### src/rtl/powerup_controller_pkg.sv
// Shared definitions for the time-turner pickup: state encodings, default
// geometry/timing constants and the Moore output decode used by HUD and compositor.
package powerup_controller_pkg;

    typedef enum logic [1:0] {
        ST_SPAWNED  = 2'd0,
        ST_HELD     = 2'd1,
        ST_ACTIVE   = 2'd2,
        ST_COOLDOWN = 2'd3
    } pu_state_t;

    localparam int DEF_ITEM_ROW        = 340;
    localparam int DEF_ITEM_COL        = 120;
    localparam int DEF_ITEM_SIZE       = 100;
    localparam int DEF_ACTIVE_CYCLES   = 250000000;
    localparam int DEF_COOLDOWN_CYCLES = 100000000;
    localparam int DEF_CNT_W           = 28;

    typedef struct packed {
        logic item_visible;
        logic powerup_held;
        logic time_turner_powerup;
        logic cooldown;
    } pu_outputs_t;

    // Exactly one flag is high in every state.
    function automatic pu_outputs_t decode_outputs(pu_state_t st);
        pu_outputs_t o;
        o = '0;
        case (st)
            ST_SPAWNED:  o.item_visible        = 1'b1;
            ST_HELD:     o.powerup_held        = 1'b1;
            ST_ACTIVE:   o.time_turner_powerup = 1'b1;
            ST_COOLDOWN: o.cooldown            = 1'b1;
            default:     o.item_visible        = 1'b1;
        endcase
        return o;
    endfunction

endpackage

### src/rtl/powerup_controller_if.sv
// Player/button inputs and status outputs of the time-turner pickup controller.
interface powerup_controller_if;
    // player_valid is a one-cycle strobe qualifying player_row/player_col;
    // there is no ready: the controller samples every strobe it is given.
    logic [8:0] player_row;
    logic [9:0] player_col;
    logic       player_valid;
    logic       use_btn;
    logic       time_turner_powerup;
    logic       item_visible;
    logic       powerup_held;
    logic       cooldown;
    logic [1:0] state;

    modport master (
        output player_row, player_col, player_valid, use_btn,
        input  time_turner_powerup, item_visible, powerup_held, cooldown, state
    );

    modport slave (
        input  player_row, player_col, player_valid, use_btn,
        output time_turner_powerup, item_visible, powerup_held, cooldown, state
    );
endinterface

### src/rtl/rise_edge_detect.sv
// Single-cycle pulse on each rising edge of an already-synchronized level.
module rise_edge_detect (
    input  logic clk,
    input  logic reset,
    input  logic in,
    output logic pulse
);
    logic prev;

    always_ff @(posedge clk) begin
        if (reset) prev <= 1'b0;
        else       prev <= in;
    end

    assign pulse = in & ~prev;
endmodule

### src/rtl/powerup_controller.sv
// Time-turner pickup lifecycle: spawned -> held -> active window -> cooldown -> respawn.
module powerup_controller
    import powerup_controller_pkg::*;
#(
    parameter int ITEM_ROW        = DEF_ITEM_ROW,
    parameter int ITEM_COL        = DEF_ITEM_COL,
    parameter int ITEM_SIZE       = DEF_ITEM_SIZE,
    parameter int ACTIVE_CYCLES   = DEF_ACTIVE_CYCLES,
    parameter int COOLDOWN_CYCLES = DEF_COOLDOWN_CYCLES,
    parameter int CNT_W           = DEF_CNT_W
) (
    input logic            clk,
    input logic            reset,
    powerup_controller_if.slave bus
);
    localparam logic [10:0] ROW_LO = 11'(ITEM_ROW);
    localparam logic [10:0] ROW_HI = 11'(ITEM_ROW + ITEM_SIZE);
    localparam logic [10:0] COL_LO = 11'(ITEM_COL);
    localparam logic [10:0] COL_HI = 11'(ITEM_COL + ITEM_SIZE);
    localparam logic [CNT_W-1:0] ACTIVE_LOAD   = CNT_W'(ACTIVE_CYCLES - 1);
    localparam logic [CNT_W-1:0] COOLDOWN_LOAD = CNT_W'(COOLDOWN_CYCLES - 1);

    pu_state_t        state_q, state_d;
    logic [CNT_W-1:0] cnt_q, cnt_d;
    logic             use_edge;
    logic             hit;
    logic [10:0]      row_w, col_w;
    pu_outputs_t      outs;

    // The edge detector runs in every state, so a press made while walking
    // onto the item is consumed and cannot activate it afterwards.
    rise_edge_detect u_use_edge (
        .clk  (clk),
        .reset(reset),
        .in   (bus.use_btn),
        .pulse(use_edge)
    );

    assign row_w = {2'b00, bus.player_row};
    assign col_w = {1'b0, bus.player_col};
    assign hit   = bus.player_valid
                   && (row_w >= ROW_LO) && (row_w < ROW_HI)
                   && (col_w >= COL_LO) && (col_w < COL_HI);

    always_ff @(posedge clk) begin
        if (reset) begin
            state_q <= ST_SPAWNED;
            cnt_q   <= '0;
        end else begin
            state_q <= state_d;
            cnt_q   <= cnt_d;
        end
    end

    always_comb begin
        state_d = state_q;
        cnt_d   = cnt_q;
        case (state_q)
            ST_SPAWNED: begin
                if (hit) state_d = ST_HELD;
            end
            ST_HELD: begin
                if (use_edge) begin
                    state_d = ST_ACTIVE;
                    cnt_d   = ACTIVE_LOAD;
                end
            end
            ST_ACTIVE: begin
                if (cnt_q != '0) begin
                    cnt_d = cnt_q - 1'b1;
                end else begin
                    state_d = ST_COOLDOWN;
                    cnt_d   = COOLDOWN_LOAD;
                end
            end
            ST_COOLDOWN: begin
                if (cnt_q != '0) cnt_d = cnt_q - 1'b1;
                else             state_d = ST_SPAWNED;
            end
            default: begin
                state_d = ST_SPAWNED;
                cnt_d   = '0;
            end
        endcase
    end

    always_comb begin
        outs = decode_outputs(state_q);
    end

    assign bus.item_visible        = outs.item_visible;
    assign bus.powerup_held        = outs.powerup_held;
    assign bus.time_turner_powerup = outs.time_turner_powerup;
    assign bus.cooldown            = outs.cooldown;
    assign bus.state               = state_q;
endmodule

### src/flat_wrapper.sv
// flat-port wrapper written by rule: the top's interface ports become plain ports
module powerup_controller_flat import powerup_controller_pkg::*;
#(
    parameter int ITEM_ROW        = DEF_ITEM_ROW,
    parameter int ITEM_COL        = DEF_ITEM_COL,
    parameter int ITEM_SIZE       = DEF_ITEM_SIZE,
    parameter int ACTIVE_CYCLES   = DEF_ACTIVE_CYCLES,
    parameter int COOLDOWN_CYCLES = DEF_COOLDOWN_CYCLES,
    parameter int CNT_W           = DEF_CNT_W
)
  (clk, reset, bus_player_row, bus_player_col, bus_player_valid, bus_use_btn, bus_time_turner_powerup, bus_item_visible, bus_powerup_held, bus_cooldown, bus_state);
  powerup_controller_if bus_i ();
  input logic clk;
  input logic reset;
  input wire logic [$bits(bus_i.player_row)-1:0] bus_player_row;
  input wire logic [$bits(bus_i.player_col)-1:0] bus_player_col;
  input wire logic [$bits(bus_i.player_valid)-1:0] bus_player_valid;
  input wire logic [$bits(bus_i.use_btn)-1:0] bus_use_btn;
  output wire logic [$bits(bus_i.time_turner_powerup)-1:0] bus_time_turner_powerup;
  output wire logic [$bits(bus_i.item_visible)-1:0] bus_item_visible;
  output wire logic [$bits(bus_i.powerup_held)-1:0] bus_powerup_held;
  output wire logic [$bits(bus_i.cooldown)-1:0] bus_cooldown;
  output wire logic [$bits(bus_i.state)-1:0] bus_state;
  assign bus_i.player_row = bus_player_row;
  assign bus_i.player_col = bus_player_col;
  assign bus_i.player_valid = bus_player_valid;
  assign bus_i.use_btn = bus_use_btn;
  assign bus_time_turner_powerup = bus_i.time_turner_powerup;
  assign bus_item_visible = bus_i.item_visible;
  assign bus_powerup_held = bus_i.powerup_held;
  assign bus_cooldown = bus_i.cooldown;
  assign bus_state = bus_i.state;
  powerup_controller #(.ITEM_ROW(ITEM_ROW), .ITEM_COL(ITEM_COL), .ITEM_SIZE(ITEM_SIZE), .ACTIVE_CYCLES(ACTIVE_CYCLES), .COOLDOWN_CYCLES(COOLDOWN_CYCLES), .CNT_W(CNT_W)) u_core (.clk(clk), .reset(reset), .bus(bus_i));
endmodule
### config.mk
export PLATFORM = sky130hd
export DESIGN_NAME = powerup_controller_flat
export DESIGN_NICKNAME = d
export VERILOG_FILES = /design/src/rtl/powerup_controller_pkg.sv /design/src/rtl/powerup_controller_if.sv /design/src/rtl/rise_edge_detect.sv /design/src/rtl/powerup_controller.sv /design/src/flat_wrapper.sv
export SDC_FILE = /design/constraint.sdc
export NUM_CORES = 1
export LEC_CHECK = 0
export ABC_CLOCK_PERIOD_IN_PS = 2550
export CAP_MARGIN = 0
export CELL_PAD_IN_SITES_DETAIL_PLACEMENT = 0
export CELL_PAD_IN_SITES_GLOBAL_PLACEMENT = 1
export CORE_MARGIN = 2
export CORE_UTILIZATION = 39
export CTS_CLUSTER_SIZE = 40
export DETAILED_ROUTE_END_ITERATION = 10
export PLACE_DENSITY = 0.83
export SYNTH_ARGS = -nofsm -noshare
export SYNTH_HDL_FRONTEND = slang
export SYNTH_SLANG_ARGS = --single-unit
### constraint.sdc
create_clock -name clk -period 2.55 [get_ports clk]
set_input_delay 0.765 -clock clk [delete_from_list [all_inputs] [get_ports clk]]
set_output_delay 0.765 -clock clk [all_outputs]
set_load 0.005 [all_outputs]
==> run summary, run 1 <==
max frequency: 412.0 MHz
I/O pins: 29
drt wl/cell: 15.59 um
mapped cell area: 1908 um^2
met3 WL: 440 um
average size of a mapped cell: 7.885 um^2
# hold bufs at CTS: 0
Area Overhead vs Synth: 28.79%
worst hold path stage count: 2
CTS tree: yes
Least-Margin Pin Slew: 0.4507 ns
CTS max path bufs: 2
metal2 WL: 2392 um
H-tree levels: 2
Vias/cell: 5.631
Tmin final: 2.427 ns
largest net degree at the start of global routing: 28
worst hold path type: reg -> reg
grt total ovfl: 0
CTS Sinks: 31
Yosys top cell area share: 32.52%
r2r worst-path depth: 6
Post-route DRC: 0
antenna cells: 0
Initial Util: 40.40%
CP Launch Type: flop
final-stage net count: 313
GPL Wtd Cong: 0.8729
CP Class: reg -> out
# setup viols final: 0
CP required: 1.79 ns
antenna-violating nets left: 0
initial DRC count: 161
r2r setup slk: 0.20 ns
insertion delay to the later sink of the worst-skew pair: 0.29 ns
post-CTS setup buffer count: 0
Chip Height: 73.95 um
Worst-path clk slew: 0.07 ns
global-route wire length before repair: 8901 um
final period utilization: 95.18%
layout cells sized above 1: 14.04%
highest metal used: met4
post-placement cell count: 344
outcome: finished, final reports clean
hpwl dp: 3904 um
worst hold margin: 0.5040 ns
vias: 1982
CP Capture Type: output pin
ys flop type: dfxtp_1
synthesis-stage register bit count: 31
Async SR Flop Fraction: 0%
Clock Skew: 0.008497 ns
Slew HR: 69.68%
FP Rows: 25
number of synthesized flops with an enable pin: 0
post-route cell area: 2457 um^2
total iterations of the first detailed-routing run: 5
# Max-Cap Violations: 0
PD cells: 554.9 nW/um^2
Total Power: 1.364 mW
Final Hold Fails: 0
gr usage total: 21.32%
WHS Endpoint: u_core.cnt_q[25]$_SDFFE_PP0P_
reg2reg end: u_core.cnt_q[18]$_SDFFE_PP0P_
worst-path fanout max: 7
met1 WL: 2604 um
initial antenna violation count: 0
reg2reg start: u_core.cnt_q[23]$_SDFFE_PP0P_
drt total wl: 5487 um
WP data arrival: 1.66 ns
syn_nets: 271
cts bufs inserted: 5
unrepaired setup endpoints after global routing: false
Layout Cells excl Fill: 352
number of global-route vias before repair: 1798
synthesis warning total: 0
width of the die: 73.95 um
top post-synthesis cells by area: dfxtp_1 33%, a21oi_1 5.8%, nand2_1 4.9%, nor2_1 4.1%, ha_1 3.9%
pre-CTS setup slack: 0.01253 ns
Placed Area: 2354 um^2
Post-Syn Instances: 242
die footprint: 5468 um^2
Leakage Power: 0.9595 nW
worst vdd ir: 0.2822 mV
area leader, netlist: dfxtp_1
post-layout util: 52.03%
post-synthesis sequential area ratio: 32.52%
worst setup margin: 0.1229 ns
Root Driver: clkbuf_8
synth unique cells: 45
Fin Setup TNS: 0 ns
Port Buffers: 24
core area: 4723 um^2
fin. max-slew vios: 0
min-delay src: u_core.cnt_q[25]$_SDFFE_PP0P_
[cells by family after synthesis]
family / after synthesis / synth area share (%)
AO/OA/AOI/OAI: 61 / 21.05
buffers and inverters: 21 / 4.459
adder cells (fa/ha/maj): 6 / 3.934
flip-flops: 31 / 32.52
XOR/XNOR: 10 / 4.590
multiplexers: 2 / 1.049
AND/OR/NAND/NOR: 111 / 32.39
[per-layer routing]
layer | vias up | global-route usage (%)
li1 | 988 | -
met4 | 0 | 5.859
met5 | - | 0
met2 | 74 | 31.94
met3 | 5 | 5.556
met1 | 915 | 30.39
[power by group]
part | switching, mW | internal, mW
sequential | 0.0165 | 0.499
combinational | 0.232 | 0.182
clock | 0.189 | 0.246
total | 0.437 | 0.927
[what timing repair did]
action                     4_1_cts  5_1_grt
resized for setup                0        1
hold endpoints to repair         0        0
setup endpoints to repair        0        8
[cells in the mapped netlist (all sizes together) (3+ instances only)]
master / count
dfxtp: 31
nand2: 25
a21oi: 22
nor2: 21
nor3: 15
nor4: 12
o21ai: 11
clkbuf: 9
inv: 9
nand4: 9
xor2: 8
a31oi: 7
nand3: 7
ha: 6
a211oi: 4
and3: 3
buf: 3
nand2b: 3
o221a: 3
or4: 3
[how the worst max path moves through the flow]
stage | startpoint | to | cells past startpoint
3_5_place_dp | bus_use_btn | u_core.cnt_q[14]$_SDFFE_PP0P_ | 7
6_report | u_core.bus.state[0]$_SDFFE_PP0P_ | bus_time_turner_powerup | 3
4_1_cts | u_core.cnt_q[23]$_SDFFE_PP0P_ | u_core.cnt_q[3]$_SDFFE_PP0P_ | 6
2_1_floorplan | u_core.cnt_q[23]$_SDFFE_PP0P_ | u_core.cnt_q[4]$_SDFFE_PP0P_ | 7
3_3_place_gp | bus_use_btn | u_core.cnt_q[14]$_SDFFE_PP0P_ | 7
5_1_grt | u_core.cnt_q[23]$_SDFFE_PP0P_ | u_core.cnt_q[3]$_SDFFE_PP0P_ | 6
[registers in the layout (all words and copies together) (netlist names)]
signal                  count
u_core.u_use_edge.prev      1
u_core.bus.state            2
u_core.cnt_q               28
[worst max-delay path, stage by stage, from the launching register on]
cell             delay, ns
dfxtp_1               0.36
inv_1                 0.09
ha_1                  0.35
clkdlybuf4s50_1       0.57
[final cells by class]
class / instances / area [um^2]
clock buffer: 8 / 100.1
fill: 462 / 2266
inverter: 9 / 33.78
multi-input combinational: 190 / 1206
sequential: 31 / 620.6
tap: 67 / 83.83
timing repair buffer: 47 / 412.9
[cells in the final DEF, fill, tap and decap left out, types with 6 or more instances in the layout]
cell type,n
clkbuf_8,7
nor4_1,8
nor3_1,15
clkdlybuf4s50_1,24
inv_1,9
ha_1,6
o21ai_0,11
nand3_1,7
xor2_1,8
nand4_1,9
nand2_1,25
a21oi_1,22
a31oi_1,7
dfxtp_1,31
buf_4,23
nor2_1,21
No activity file was read; power rests on OpenSTA's default activity.
==> inputs of run 2 (changes only) <==
ABC_CLOCK_PERIOD_IN_PS = 3100   (was 2550)
CORE_UTILIZATION = 42   (was 39)
PLACE_DENSITY = 0.89   (was 0.83)
clock period = 3.1 ns   (was 2.55 ns; I/O delays follow)
==> run 2 against run 1 <==
- wire length shrank 4.7%
- worst hold slack lost 0.014 ns
- power shrank 21%
- core utilization grew 1.9 points
- critical endpoint unchanged
- highest routed layer unchanged
==> run summary, run 2 (same netlist as run 1, synthesis figures left out) <==
insertion delay to the later sink of the worst-skew pair: 0.29 ns (about the same)
largest net degree at the start of global routing: 27 (-3.6%)
WP data arrival: 1.65 ns (about the same)
r2r setup slk: 0.53 ns (+0.33 ns)
initial DRC count: 133 (-17%)
# setup viols final: 0 (unchanged)
met1 Use GR: 29.38% (-1.0 points)
die footprint: 5098 um^2 (-6.8%)
unrepaired setup endpoints after global routing: false
largest register by flop count: u_core.cnt_q
Tmin final: 2.579 ns
I/O pins: 29 (unchanged)
total iterations of the first detailed-routing run: 4 (-1)
width of the die: 71.40 um (-3.4%)
cts bufs inserted: 5 (unchanged)
layout cells sized above 1: 10.58% (-3.5 points)
max frequency: 387.7 MHz
CTS Sinks: 31 (unchanged)
Layout Cells excl Fill: 326 (-7.4%)
H-tree levels: 2 (unchanged)
Chip Height: 71.40 um (-3.4%)
most frequent cells in the layout: 31 x dfxtp_1, 25 x nand2_1, 24 x clkdlybuf4s50_1
commonest non-fill, non-tap cell in the layout: dfxtp_1
antenna-violating nets left: 0 (unchanged)
hpwl dp: 3732 um (-4.4%)
GPL Wtd Cong: 0.8451 (-3.2%)
# hold bufs at CTS: 0 (unchanged)
Final Hold Fails: 0 (unchanged)
max reg flops: 28 (unchanged)
Worst-path clk slew: 0.07 ns (about the same)
reg2reg end: u_core.cnt_q[3]$_SDFFE_PP0P_
final period utilization: 83.21%
grt total ovfl: 0 (unchanged)
# Max-Cap Violations: 0 (unchanged)
PostCTS Resize Cnt: 0 (unchanged)
worst-path fanout max: 7 (unchanged)
Post-route DRC: 0 (unchanged)
CP Class: reg -> out
delay-heaviest family, CP: buffers and inverters
Filler Cell Count: 426 (-7.8%)
initial antenna violation count: 0 (unchanged)
WHS Endpoint: u_core.cnt_q[25]$_SDFFE_PP0P_
routing usage on met3: 4.923% (-0.63 points)
global routing usage on met2: 34.98% (+3.0 points)
post-CTS setup buffer count: 0 (unchanged)
post-placement cell count: 319 (-7.3%)
final-stage net count: 303 (-3.2%)
GR peak layer: met2
Slew HR: 60.63% (-9.0 points)
drt total wl: 5228 um (-4.7%)
PD cells: 458.4 nW/um^2 (-17%)
Least-Margin Pin Slew: 0.5905 ns (+0.1398 ns)
CTS tree: yes
logic depth of the worst path, buffers included: 3 (unchanged)
Max stage delay cell, worst path: clkdlybuf4s50_1
Clock Skew: 0.007792 ns (-0.0007053 ns)
antenna cells: 0 (unchanged)
worst hold path stage count: 2 (unchanged)
CP required: 2.17 ns (+0.38 ns)
worst hold path type: reg -> reg
CP cell instances: inv_1 -> ha_1 -> clkdlybuf4s50_1
min-delay src: u_core.cnt_q[25]$_SDFFE_PP0P_
global-route wire length before repair: 9004 um (+1.2%)
fin. max-slew vios: 0 (unchanged)
r2r worst-path depth: 6 (unchanged)
Vias/cell: 5.896 (+4.7%)
WP buf/inv: 2 (unchanged)
worst vdd ir: 0.2963 mV (+5.0%)
gr usage total: 22.37% (+1.0 points)
vias: 1922 (-3.0%)
Area Overhead vs Synth: 23.02%
CP Capture Type: output pin
number of global-route vias before repair: 1972 (+9.7%)
Root Driver: clkbuf_8
Port Buffers: 24 (unchanged)
outcome: finished, final reports clean
FP Rows: 24 (-4.0%)
CP peak stage delay: 0.56 ns (about the same)
reg2reg start: u_core.cnt_q[14]$_SDFFE_PP0P_
Leakage Power: 0.9082 nW (-5.3%)
core area: 4354 um^2 (-7.8%)
Initial Util: 43.82% (+3.4 points)
Fin Setup TNS: 0 ns (unchanged)
CTS max path bufs: 2 (unchanged)
drt wl/cell: 16.04 um (+2.9%)
CP Launch Type: flop
run 2: cell count changes in the layout (fill, tap and decap cells not counted), sizes merged:
cell	previous run	this run
clkinv	0	1
buf	23	13
clkbuf	8	6
run 2: through the flow:
stage	hold WS, ns	worst slack (ns)	power (mW)	util, %	cell area (um^2)
floorplan	0.4612	0.9623	0.6493	-	1908
CTS	0.4901	0.5183	1.075	53.91	2347
finish	0.4902	0.5206	1.076	53.91	2347
global route	0.5347	0.2914	1.127	53.91	2347
detailed placement	0.4814	0.3540	0.7472	51.90	2260
global placement	0.4753	0.3428	0.7459	51.90	2260
run 2: worst reg2reg max path, stage by stage (launching register included):
cell and delay, ns:
dfxtp_1 0.35, nor4_2 0.50, nand3_1 0.22, or4_1 0.67
a21oi_1 0.26, nand2_1 0.28, a31oi_1 0.22
run 2: layer usage:
layer / wire, um / up-vias
met5: 0 / -
met4: 74 / 0
met3: 401 / 6
met2: 2350 / 64
met1: 2401 / 886
li1: - / 966
run 2: final cells by class:
class	count	area, um^2	share of cell area (%)
Tap cell	52	65.06	2.772
Clock buffer	6	82.58	3.518
Multi-Input combinational cell	190	1202	51.23
Inverter	9	33.78	1.439
Timing Repair Buffer	37	337.8	14.39
Clock inverter	1	5.005	0.2132
Sequential cell	31	620.6	26.44
run 2: how the worst max path moves through the flow:
stage | from | to | slack, ns
after floorplan | u_core.cnt_q[23]$_SDFFE_PP0P_ | u_core.cnt_q[4]$_SDFFE_PP0P_ | 0.96
after global placement | bus_use_btn | u_core.cnt_q[6]$_SDFFE_PP0P_ | 0.34
after detailed placement | bus_use_btn | u_core.cnt_q[6]$_SDFFE_PP0P_ | 0.35
after CTS | u_core.bus.state[0]$_SDFFE_PP0P_ | bus_time_turner_powerup | 0.52
after global routing | u_core.cnt_q[14]$_SDFFE_PP0P_ | u_core.cnt_q[3]$_SDFFE_PP0P_ | 0.29
final | u_core.bus.state[0]$_SDFFE_PP0P_ | bus_time_turner_powerup | 0.52
run 2: power breakdown:
| part | internal [mW] | leakage [nW] | switching, mW |
|---|---|---|---|
| sequential | 0.410 | 0.251 | 0.0135 |
| combinational | 0.131 | 0.611 | 0.191 |
| clock | 0.174 | 0.0470 | 0.157 |
| total | 0.715 | 0.908 | 0.361 |
==> inputs of run 3 (changes only) <==
ABC_CLOCK_PERIOD_IN_PS = 2100   (was 3100)
CORE_UTILIZATION = 36   (was 42)
PLACE_DENSITY = 0.81   (was 0.89)
clock period = 2.1 ns   (was 3.1 ns; I/O delays follow)
==> run 3 against run 2 <==
- the flow now finishes with violations (setup timing)
- non-clock buffer count is 65 higher
- worst hold slack improved by 0.011 ns
- wire length up 30%
- worst setup slack got worse by 0.58 ns
- critical path depth up 4
- sequential share of layout area shrank 6.4 points
- combinational power rose to 2.7 times the previous value
- via count up 19%
==> run summary, run 3 (same netlist as run 1, synthesis figures left out) <==
total iterations of the first detailed-routing run: 6 (+2)
NetSw: 681.3 uW (+89%)
I/O pins: 29 (unchanged)
CTS max path bufs: 2 (unchanged)
commonest non-fill, non-tap cell in the layout: buf_4
hpwl dp: 4507 um (+21%)
delay-heaviest family, CP: simple AND/OR/NAND/NOR gates
Seq pwr share: 31.8% (-7.6 points)
Initial Util: 37.36% (-6.5 points)
Vias/cell: 5.561 (-5.7%)
CP Launch Type: flop
CP Capture Type: flop
Layout Cells excl Fill: 410 (+26%)
Max stage delay cell, worst path: or4_4
most frequent cells in the layout: 70 x buf_4, 23 x clkdlybuf4s50_1, 23 x dfxtp_1
Final Hold Fails: 0 (unchanged)
cts bufs inserted: 5 (unchanged)
PD cells: 620.7 nW/um^2 (+35%)
gr usage total: 21.79% (-0.58 points)
WP buf/inv: 1 (-1)
Slew HR: 75.18% (+15 points)
largest net degree at the start of global routing: 27 (unchanged)
initial DRC count: 225 (+69%)
CP required: 2.32 ns (+0.15 ns)
post-placement cell count: 391 (+23%)
final period utilization: 102.8%
drt wl/cell: 16.55 um (+3.2%)
drt total wl: 6785 um (+30%)
post-route cell area: 3164 um^2 (+35%)
width of the die: 76.80 um (+7.6%)
CP cell instances: nor4_4 -> nand4b_1 -> or4_4 -> buf_6 -> a21oi_4 -> nand2_4 -> a31oi_1
GPL Wtd Cong: 0.9149 (+8.3%)
Placed Area: 2700 um^2 (+19%)
CTS Sinks: 31 (unchanged)
# hold bufs at CTS: 0 (unchanged)
antenna-violating nets left: 0 (unchanged)
Fin Setup TNS: -0.4785 ns (-0.4785 ns)
CP Class: reg -> reg
number of global-route vias before repair: 2154 (+9.2%)
# setup viols final: 15 (+15)
CTS tree: yes
worst-path fanout max: 8 (+1)
vias: 2280 (+19%)
Tmin final: 2.159 ns
switching portion of total power: 34.68% (+1.2 points)
Chip Height: 76.80 um (+7.6%)
Area Overhead vs Synth: 65.84%
layout cells sized above 1: 42.65% (+32 points)
Clock Skew: 0.007046 ns (-0.0007466 ns)
CP peak stage delay: 0.61 ns (+0.05 ns)
max reg flops: 28 (unchanged)
global-route wire length before repair: 10190 um (+13%)
Worst-path clk slew: 0.07 ns (about the same)
max frequency: 463.2 MHz
die footprint: 5898 um^2 (+16%)
outcome: finished with violations
unrepaired setup endpoints after global routing: true
H-tree levels: 2 (unchanged)
core area: 5107 um^2 (+17%)
largest register by flop count: u_core.cnt_q
Least-Margin Pin Slew: 0.3719 ns (-0.2186 ns)
failing checks: setup timing
worst hold path type: reg -> reg
fin. max-slew vios: 0 (unchanged)
WP data arrival: 2.38 ns (+0.73 ns)
FP Rows: 26 (+8.3%)
Leakage Power: 1.302 nW (+43%)
Comb pwr share: 43.8% (+14 points)
grt total ovfl: 0 (unchanged)
insertion delay to the later sink of the worst-skew pair: 0.29 ns (about the same)
final-stage net count: 368 (+21%)
Total Power: 1.964 mW (+83%)
Root Driver: clkbuf_8
worst vdd ir: 0.3692 mV (+25%)
initial antenna violation count: 0 (unchanged)
post-layout util: 61.95% (+8.0 points)
Int Pwr: 1.283 mW (+79%)
# Max-Cap Violations: 0 (unchanged)
worst hold margin: 0.5015 ns (+0.01124 ns)
Port Buffers: 24 (unchanged)
Post-route DRC: 0 (unchanged)
antenna cells: 0 (unchanged)
pre-CTS setup slack: -0.2259 ns (-0.5799 ns)
power share of the clock group: 24.4% (-6.3 points)
worst setup margin: -0.05893 ns (-0.5795 ns)
[run 3: cell count changes in the layout (fill, tap and decap cells not counted), sizes merged]
cell           change
dlygate4sd2        +1
clkinvlp           +1
clkdlybuf4s50      -1
buf               +65
[run 3: worst register-to-register path: stages, from the launching register on]
cell and delay, ns:
dfxtp_2 0.34, nor4_4 0.27, nand4b_1 0.23, or4_4 0.61, buf_6 0.16, a21oi_4 0.17, nand2_4 0.13, a31oi_1 0.17
[run 3: path summary, 6_finish.rpt]
| kind | from | to | slack (ns) | depth (start not counted) |
|---|---|---|---|---|
| worst min-delay path | u_core.bus.state[1]$_SDFFE_PP0P_ | u_core.bus.state[1]$_SDFFE_PP0P_ | 0.50 | 2 |
| worst max register to register | u_core.cnt_q[23]$_SDFFE_PP0P_ | u_core.cnt_q[3]$_SDFFE_PP0P_ | -0.06 | 7 |
| worst min register to register | u_core.bus.state[1]$_SDFFE_PP0P_ | u_core.bus.state[1]$_SDFFE_PP0P_ | 0.50 | 2 |
| worst max-delay path | u_core.cnt_q[23]$_SDFFE_PP0P_ | u_core.cnt_q[3]$_SDFFE_PP0P_ | -0.06 | 7 |
[run 3: what timing repair did]
item,in CTS,in global routing
gates resized for setup,30,52
endpoints found under the setup margin,33,31
pin swaps,15,20
buffers inserted,6,6
[run 3: power groups by stage]
stage / clock network (mW) / registers [mW] / logic [mW]
after floorplan: 0 / 0.635 / 0.324
after global placement: 0 / 0.633 / 0.617
after detailed placement: 0 / 0.634 / 0.622
after CTS: 0.479 / 0.623 / 0.685
after global routing: 0.513 / 0.625 / 0.910
final: 0.480 / 0.624 / 0.860
[run 3: layout make-up]
| type | count | area, um^2 |
|---|---|---|
| fillers | 440 | 1943 |
| multi-input cells | 190 | 1458 |
| repair buffers | 102 | 867.1 |
| flip-flops and latches | 31 | 633.1 |
| well taps | 70 | 87.58 |
| clock buffers | 6 | 72.57 |
| inverters | 9 | 33.78 |
| clock inverters | 2 | 12.51 |
[run 3: routing by layer]
layer	vias up	routed length [um]	track usage, %
met5	-	0	0
met4	0	206	10.36
met3	19	372	4.353
met2	82	3351	37.11
met1	1079	2854	26.18
li1	1100	-	-
